$ cat src/rtl/io_bus_arbiter.sv
// io_bus_arbiter: round-robin two-master sequencer in front of the single-transaction I/O controller port
// Ports:
//   CLK, RST                  clock, synchronous active-high reset
//   M0_*/M1_*                 master request (ADDR, DIN, WE, RREQ) and completion (DO, RDY, ERR)
//   IO_ADDR/IO_DIN/IO_WE/IO_RREQ  registered request to the controller, strobes one cycle wide
//   IO_DO/IO_RDY              controller read data and completion pulse
//   BUSY                      high whenever a transaction is in flight
// Optional: define IO_ARB_TIMEOUT_EN to abort a WAIT lasting TIMEOUT cycles with ERR=1.
module io_bus_arbiter #(
  parameter int TIMEOUT = 64
) (
  input  logic        CLK,
  input  logic        RST,
  input  logic [31:0] M0_ADDR,
  input  logic [31:0] M1_ADDR,
  input  logic [31:0] M0_DIN,
  input  logic [31:0] M1_DIN,
  input  logic        M0_WE,
  input  logic        M1_WE,
  input  logic        M0_RREQ,
  input  logic        M1_RREQ,
  output logic [31:0] M0_DO,
  output logic [31:0] M1_DO,
  output logic        M0_RDY,
  output logic        M1_RDY,
  output logic        M0_ERR,
  output logic        M1_ERR,
  output logic [31:0] IO_ADDR,
  output logic [31:0] IO_DIN,
  output logic        IO_WE,
  output logic        IO_RREQ,
  input  logic [31:0] IO_DO,
  input  logic        IO_RDY,
  output logic        BUSY
);
  typedef enum logic [1:0] {IDLE, ISSUE, WAIT, DONE} state_t;
  state_t state, nxt;
  logic last_grant, grant, err, any, pick, sel_we, ok, to, fin;
  logic [31:0] sel_addr, sel_din, fin_do;
  if (TIMEOUT < 4) begin : g_bad_timeout
    $error("io_bus_arbiter: TIMEOUT must be at least 4");
  end
`ifdef IO_ARB_TIMEOUT_EN
  localparam int CW = $clog2(TIMEOUT);
  logic [CW-1:0] cnt;
`endif
  always_comb begin
    any = M0_WE | M0_RREQ | M1_WE | M1_RREQ;
    pick = ((M0_WE | M0_RREQ) & (M1_WE | M1_RREQ)) ? ~last_grant : (M1_WE | M1_RREQ);
    sel_addr = pick ? M1_ADDR : M0_ADDR;
    sel_din = pick ? M1_DIN : M0_DIN;
    sel_we = pick ? M1_WE : M0_WE;
    ok = (state == WAIT) && IO_RDY;
`ifdef IO_ARB_TIMEOUT_EN
    to = (state == WAIT) && !IO_RDY && (cnt == CW'(TIMEOUT - 1));
`else
    to = 1'b0;
`endif
    // error grants spend their ISSUE slot with strobes suppressed, completing one edge after the grant
    fin = ok | to | ((state == ISSUE) && err);
    fin_do = ok ? IO_DO : '1;
    nxt = fin ? DONE : (state == IDLE) ? (any ? ISSUE : IDLE) : (state == ISSUE) ? WAIT : (state == DONE) ? IDLE : WAIT;
  end
  always_ff @(posedge CLK) begin
    if (RST) begin
      state <= IDLE;
      last_grant <= 1'b1;
      grant <= 1'b0;
      err <= 1'b0;
      IO_ADDR <= '0;
      IO_DIN <= '0;
      IO_WE <= 1'b0;
      IO_RREQ <= 1'b0;
      M0_DO <= '0;
      M1_DO <= '0;
      M0_RDY <= 1'b0;
      M1_RDY <= 1'b0;
      M0_ERR <= 1'b0;
      M1_ERR <= 1'b0;
      BUSY <= 1'b0;
`ifdef IO_ARB_TIMEOUT_EN
      cnt <= '0;
`endif
    end else begin
      state <= nxt;
      BUSY <= nxt != IDLE;
      IO_WE <= (state == IDLE) && any && sel_addr[31] && sel_we;
      IO_RREQ <= (state == IDLE) && any && sel_addr[31] && !sel_we;
      M0_RDY <= fin && !grant;
      M1_RDY <= fin && grant;
      M0_ERR <= fin && !grant && !ok;
      M1_ERR <= fin && grant && !ok;
      if (fin && !grant) M0_DO <= fin_do;
      if (fin && grant) M1_DO <= fin_do;
      if ((state == IDLE) && any) begin
        grant <= pick;
        last_grant <= pick;
        IO_ADDR <= sel_addr;
        IO_DIN <= sel_din;
        err <= !sel_addr[31];
      end
`ifdef IO_ARB_TIMEOUT_EN
      cnt <= (state == WAIT) ? cnt + CW'(1) : '0;
`endif
    end
  end
endmodule

$ cat config.mk
export PLATFORM = sky130hd
export DESIGN_NAME = io_bus_arbiter
export DESIGN_NICKNAME = d
export VERILOG_FILES = /design/src/rtl/io_bus_arbiter.sv
export SDC_FILE = /design/constraint.sdc
export NUM_CORES = 1
export LEC_CHECK = 0
export ABC_AREA = 1
export BUFFER_PORTS_ARGS = -buffer_cell sky130_fd_sc_hd__buf_2
export CAP_MARGIN = 30
export CORE_MARGIN = 2
export CORE_UTILIZATION = 50
export DETAILED_ROUTE_END_ITERATION = 8
export PLACE_DENSITY_LB_ADDON = 0.3
export SKIP_CTS_REPAIR_TIMING = 1
export SLEW_MARGIN = 20
export SYNTH_ARGS = -nofsm -noshare
export SYNTH_HDL_FRONTEND = slang
export SYNTH_SLANG_ARGS = --single-unit
$ cat constraint.sdc
create_clock -name CLK -period 3.8 [get_ports CLK]
set_input_delay 0.38 -clock CLK [delete_from_list [all_inputs] [get_ports CLK]]
set_output_delay 0.38 -clock CLK [all_outputs]
set_load 0.05 [all_outputs]
# ---- After elaboration in Yosys (flattened, before gate mapping)
# Cells that the tools add are included.
dict set report op_classes {
  n_eq_ne 3
  mux 10
  n_bitwise 7
  n_reduce_logical 16
}
# cell count
set op_table {}
lappend op_table {{$mux W32} 3}
lappend op_table {{$logic_and A1 B1 Y1} 10}
lappend op_table {{$mux W2} 4}
lappend op_table {{$or A1 B1 Y1} 5}
lappend op_table {{$eq A2 B2 Y1 const B} 2}
lappend op_table {{$logic_not A1 Y1} 4}
lappend op_table {{$mux W1} 3}
lappend op_table {{$eq A2 B1 Y1 const B} 1}
lappend op_table {{$logic_not A2 Y1} 1}
lappend op_table {{$reduce_bool A2 Y1} 1}
lappend op_table {{$and A1 B1 Y1} 1}
lappend op_table {{$not A1 Y1} 1}
dict set report word_totals {
  register_bits 140
  out_inout_bits 135
  wordCells 51
}

# ---- Longest topological paths before layout
dict set report depth {
  depth_word 7
  mapped_depth 10
  mapped_depth_nobuf 8
}

# ---- Worst setup path before layout
# No wires, ideal clock.
dict set report synth_timing {
  kind {register to register}
  from {register state[0]}
  to {register M0_DO[27]}
  setup_time_ns 0.117
  arrival_ns 1.281
  t_required_ns 3.683
  setup_slack_ns 2.402
  stages_incl_launch_ff 9
  path_buffers 2
  synth_period_minus_slack_ns 1.398
  cell_sequence {dfxtp_1 inv_1 ha_1 nand2_1 o21ai_1 buf_2 buf_4 a21oi_1 nor2_1}
}
dict set report synth_between {
  elab_chain_cells 4
  word_cells_on_any_way 7
}
# item line_no
set synth_lines {}
lappend synth_lines {{start: declaration} 37} ;# state_t state, nxt;
lappend synth_lines {{start signal: assignment} 85} ;# state <= nxt;
lappend synth_lines {{$eq A2 B2 Y1 / $eq A2 B1 Y1 (equally long branches)} {53, 60}}
lappend synth_lines {{$logic_and A1 B1 Y1, on equally long branches} {53, 60}}
lappend synth_lines {{$or A1 B1 Y1} 60} ;# fin = ok | to | ((state == ISSUE) && err);
lappend synth_lines {{$logic_and A1 B1 Y1} 93} ;# if (fin && !grant) M0_DO <= fin_do;
lappend synth_lines {{end signal: assignment} 93}
lappend synth_lines {{end: declaration} 22} ;# output logic [31:0] M0_DO,
# Several ways; a longest one is shown, not always the timed one.
# A chain may end at the register's enable or synchronous reset.

# ---- Worst setup path in the final report
dict set report layout_timing {
  from {register state[1]}
  to {register M1_ERR}
}
dict set report layout_between {
  elab_chain_cells 5
  word_cells_on_any_way 8
}
# item line_no
set layout_lines {}
lappend layout_lines {{$eq A2 B2 Y1 / $eq A2 B1 Y1 (equally long branches)} {53, 60}}
lappend layout_lines {{$logic_and A1 B1 Y1, on equally long branches} {53, 60}}
lappend layout_lines {{$or A1 B1 Y1} 60}
lappend layout_lines {{$logic_and A1 B1 Y1} 92} ;# M1_ERR <= fin && grant && !ok;
lappend layout_lines {{$logic_and A1 B1 Y1 (*)} 92}
lappend layout_lines {{end signal: assignment} 92}
lappend layout_lines {{end: declaration} 27} ;# output logic M1_ERR,
# Mark *: on every way between the ends. The rest lies on a longest branch, timed or not.

==> metrics <==
post-synth cell types=20; Warnings, synthesis=0; fin nets=between 1000 and 1500; M1 WL=~7400 um; H-tree levels=4; Worst Setup SP=state[1]; Post-synth top cells=nor2_1, dfxtp_1, nand2_1; Req. time, crit path=4.14 ns; die height=116 um; slowest CP cell=o21ai_4; footprint of the multi-input gates=roughly 2900 um^2; met2 wire length=8750 um; critical path endpoint category=flip-flop; core area=12500 um^2; crit-path max cell delay=~0.72 ns; CTS tree=done; FF-to-FF Start=state[1]; HPWL Detailed=around 12000 um; arrival time worst endpoint=approximately 2.5 ns; number of global-route vias before repair=6178; GR Overflow Total=0; fin crit period=~2.1 ns; Sw Ratio=45.8%; CTS root buffer=clkbuf_16; Finished Core Util=roughly 68%; CTS Buffer Depth=2; fillers=approximately 1100; register area share after synthesis=between 40% and 50%; crit-path leading delay family=compound AO/OA/AOI/OAI gates; relative slew slack=37.3%; Comb power frac=44.6%; Worst Path Class, Setup=flip-flop to flip-flop; Fmax=roughly 470 MHz; Synth async-reset ratio=0%; final hold viol count=0; Die ar.=13500 um^2; HP Start=M0_DIN[3]; Setup-failing EPs final=0; metal3 WL=1480 um; CTS sink cnt=140; Reg clk slew, reported paths=0.06 ns; vias per inst=just under 5; status=finished, final reports clean; worst-skew pair later-pin latency=0.42 ns; post-synth top area share=44.4%; Storage cell area=2800 um^2; synthesized cell area=around 6300 um^2; HP Class=primary input to flip-flop; ANT nets after route=0; routability cong.=0.827; Syn Nets=1102; clock network power share=25.4%; Area Overhead vs Synth=33.5%; wire per inst=13.3 um; Main synth FF type=dfxtp_1; CP bufs+invs=3; Final Cycle Share=55.7%; Fin Setup TNS=0 ns; DRC Markers=0; count leader, synth=nor2_1; Mapped Cells=932; GRT Total Usage=26.4%; Port Buffers=roughly 300; CP Cell Sequence=inv_1 > ha_1 > inv_1 > o21ai_4 > buf_4 > nand2_1 > nor3_1; Seq pwr share=30.0%; top layer in use=met4; static leakage=between 4 and 5 nW; vias post-DR=6830; Inserted Clock Buffers=17; share of cells above drive strength 1=31.8%; Psw=between 3 and 4 mW; Worst Tran Pin Value=0.937 ns; crit path launch type=flip-flop; power per standard cell area=781 nW/um^2; maxcap violations=0; unrepaired setup endpoints after global routing=no; Die W=116 um; pin count of the biggest net entering global routing=75; Slew Limit Fails=0; CP max FO=38; initial core utilization=50.6%; Avg Inst Size Synth=between 6 and 7 um^2; largest cells by area after synthesis=dfxtp_1, nor2_1, nand3_1, nand2_1, a21oi_1; Yosys reg bits=140; Final Power=6.58 mW; initial antenna violation count=1; Boundary Pins=between 300 and 400; Detailed Routing Iterations Pass 1=5; post-placement setup slack=roughly 1.7 ns; Max VDD drop=0.000387 V; DRT iter0 DRCs=685; Pint=roughly 3.6 mW; Clock Skews=between 0.006 and 0.007 ns; Most Frequent Cell on Critical Path=inv_1; first-pass GRT wire length=about 28000 um; worst reg2reg setup slack=1.68 ns; EDFF count, synth=0; Yosys top cell by area=dfxtp_1; final wirelength=between 15000 and 20000 um; num rows=around 40; fin worst setup slack=roughly 1.7 ns
[worst min-delay path, stage by stage]
cell	delay, ns
buf_2	0.07
nand2_1	0.04
nand3_1	0.05
nand2_1	0.05
inv_1	0.04
[cells by family after synthesis]
family | synth area share, %
AO/OA/AOI/OAI | 10.7
adder cells (fa/ha/maj) | 0.595
buffers and inverters | 10.4
flip-flops | 44.4
AND/OR/NAND/NOR | 33.9
[per-layer routing]
layer	GRT usage (%)	up-vias
met2	43.2	264
met1	31.6	3046
met3	8.15	50
met4	13.2	0
li1	-	3470
met5	0	-
[through the flow]
step                cell area, um^2  instances  hold slack, ns
floorplan                      6310        932           0.440
global placement               7800       1342           0.441
detailed placement             7820       1343           0.448
CTS                            8420       1375           0.233
global route                   8420       1376           0.254
finish                         8420       1376           0.242
[worst paths after layout]
check | end | cells after the start
setup reg to reg | M1_ERR | 7
hold / removal | IO_DIN[3] | 5
setup / recovery | M1_ERR | 7
hold reg to reg | M1_DO[28] | 2
[area by class of cell]
| type | count | share of cell area [%] |
|---|---|---|
| inverter | 79 | 3.52 |
| tap | 172 | 2.55 |
| timing repair buffer | 313 | 19.2 |
| multi-input combinational | 639 | 34.2 |
| sequential | 140 | 33.3 |
| antenna | 1 | 0.0297 |
| clock buffer | 18 | 5.09 |
| clock inverter | 14 | 2.03 |
[layout by cell type (no fill, tap or decap), types with 2 or more instances in the layout]
master	instances
buf_2	301
nor2_1	194
dfxtp_1	139
nand2_1	137
nand3_1	131
inv_1	78
a21oi_1	67
o21ai_0	63
or2_2	31
clkbuf_16	17
buf_4	10
nor3_1	6
clkinvlp_4	6
ha_1	3
bufinv_16	3
o21ai_4	2
clkinv_4	2
clkinv_2	2
buf_12	2
[sequential cells by signal (all words and copies together), names as in the netlist, 2 cells and up]
register  count
IO_ADDR      32
M1_DO        32
M0_DO        32
state         2
IO_DIN       32
[power by group through the flow]
stage | combinational [mW] | clock (mW) | sequential, mW
detailed placement | 2.93 | 0 | 2.00
global placement | 2.90 | 0 | 1.98
CTS | 2.94 | 1.69 | 1.97
finish | 2.94 | 1.67 | 1.97
floorplan | 1.17 | 0 | 3.11
global route | 3.20 | 1.76 | 2.01
(Power assumes the default switching activity.)
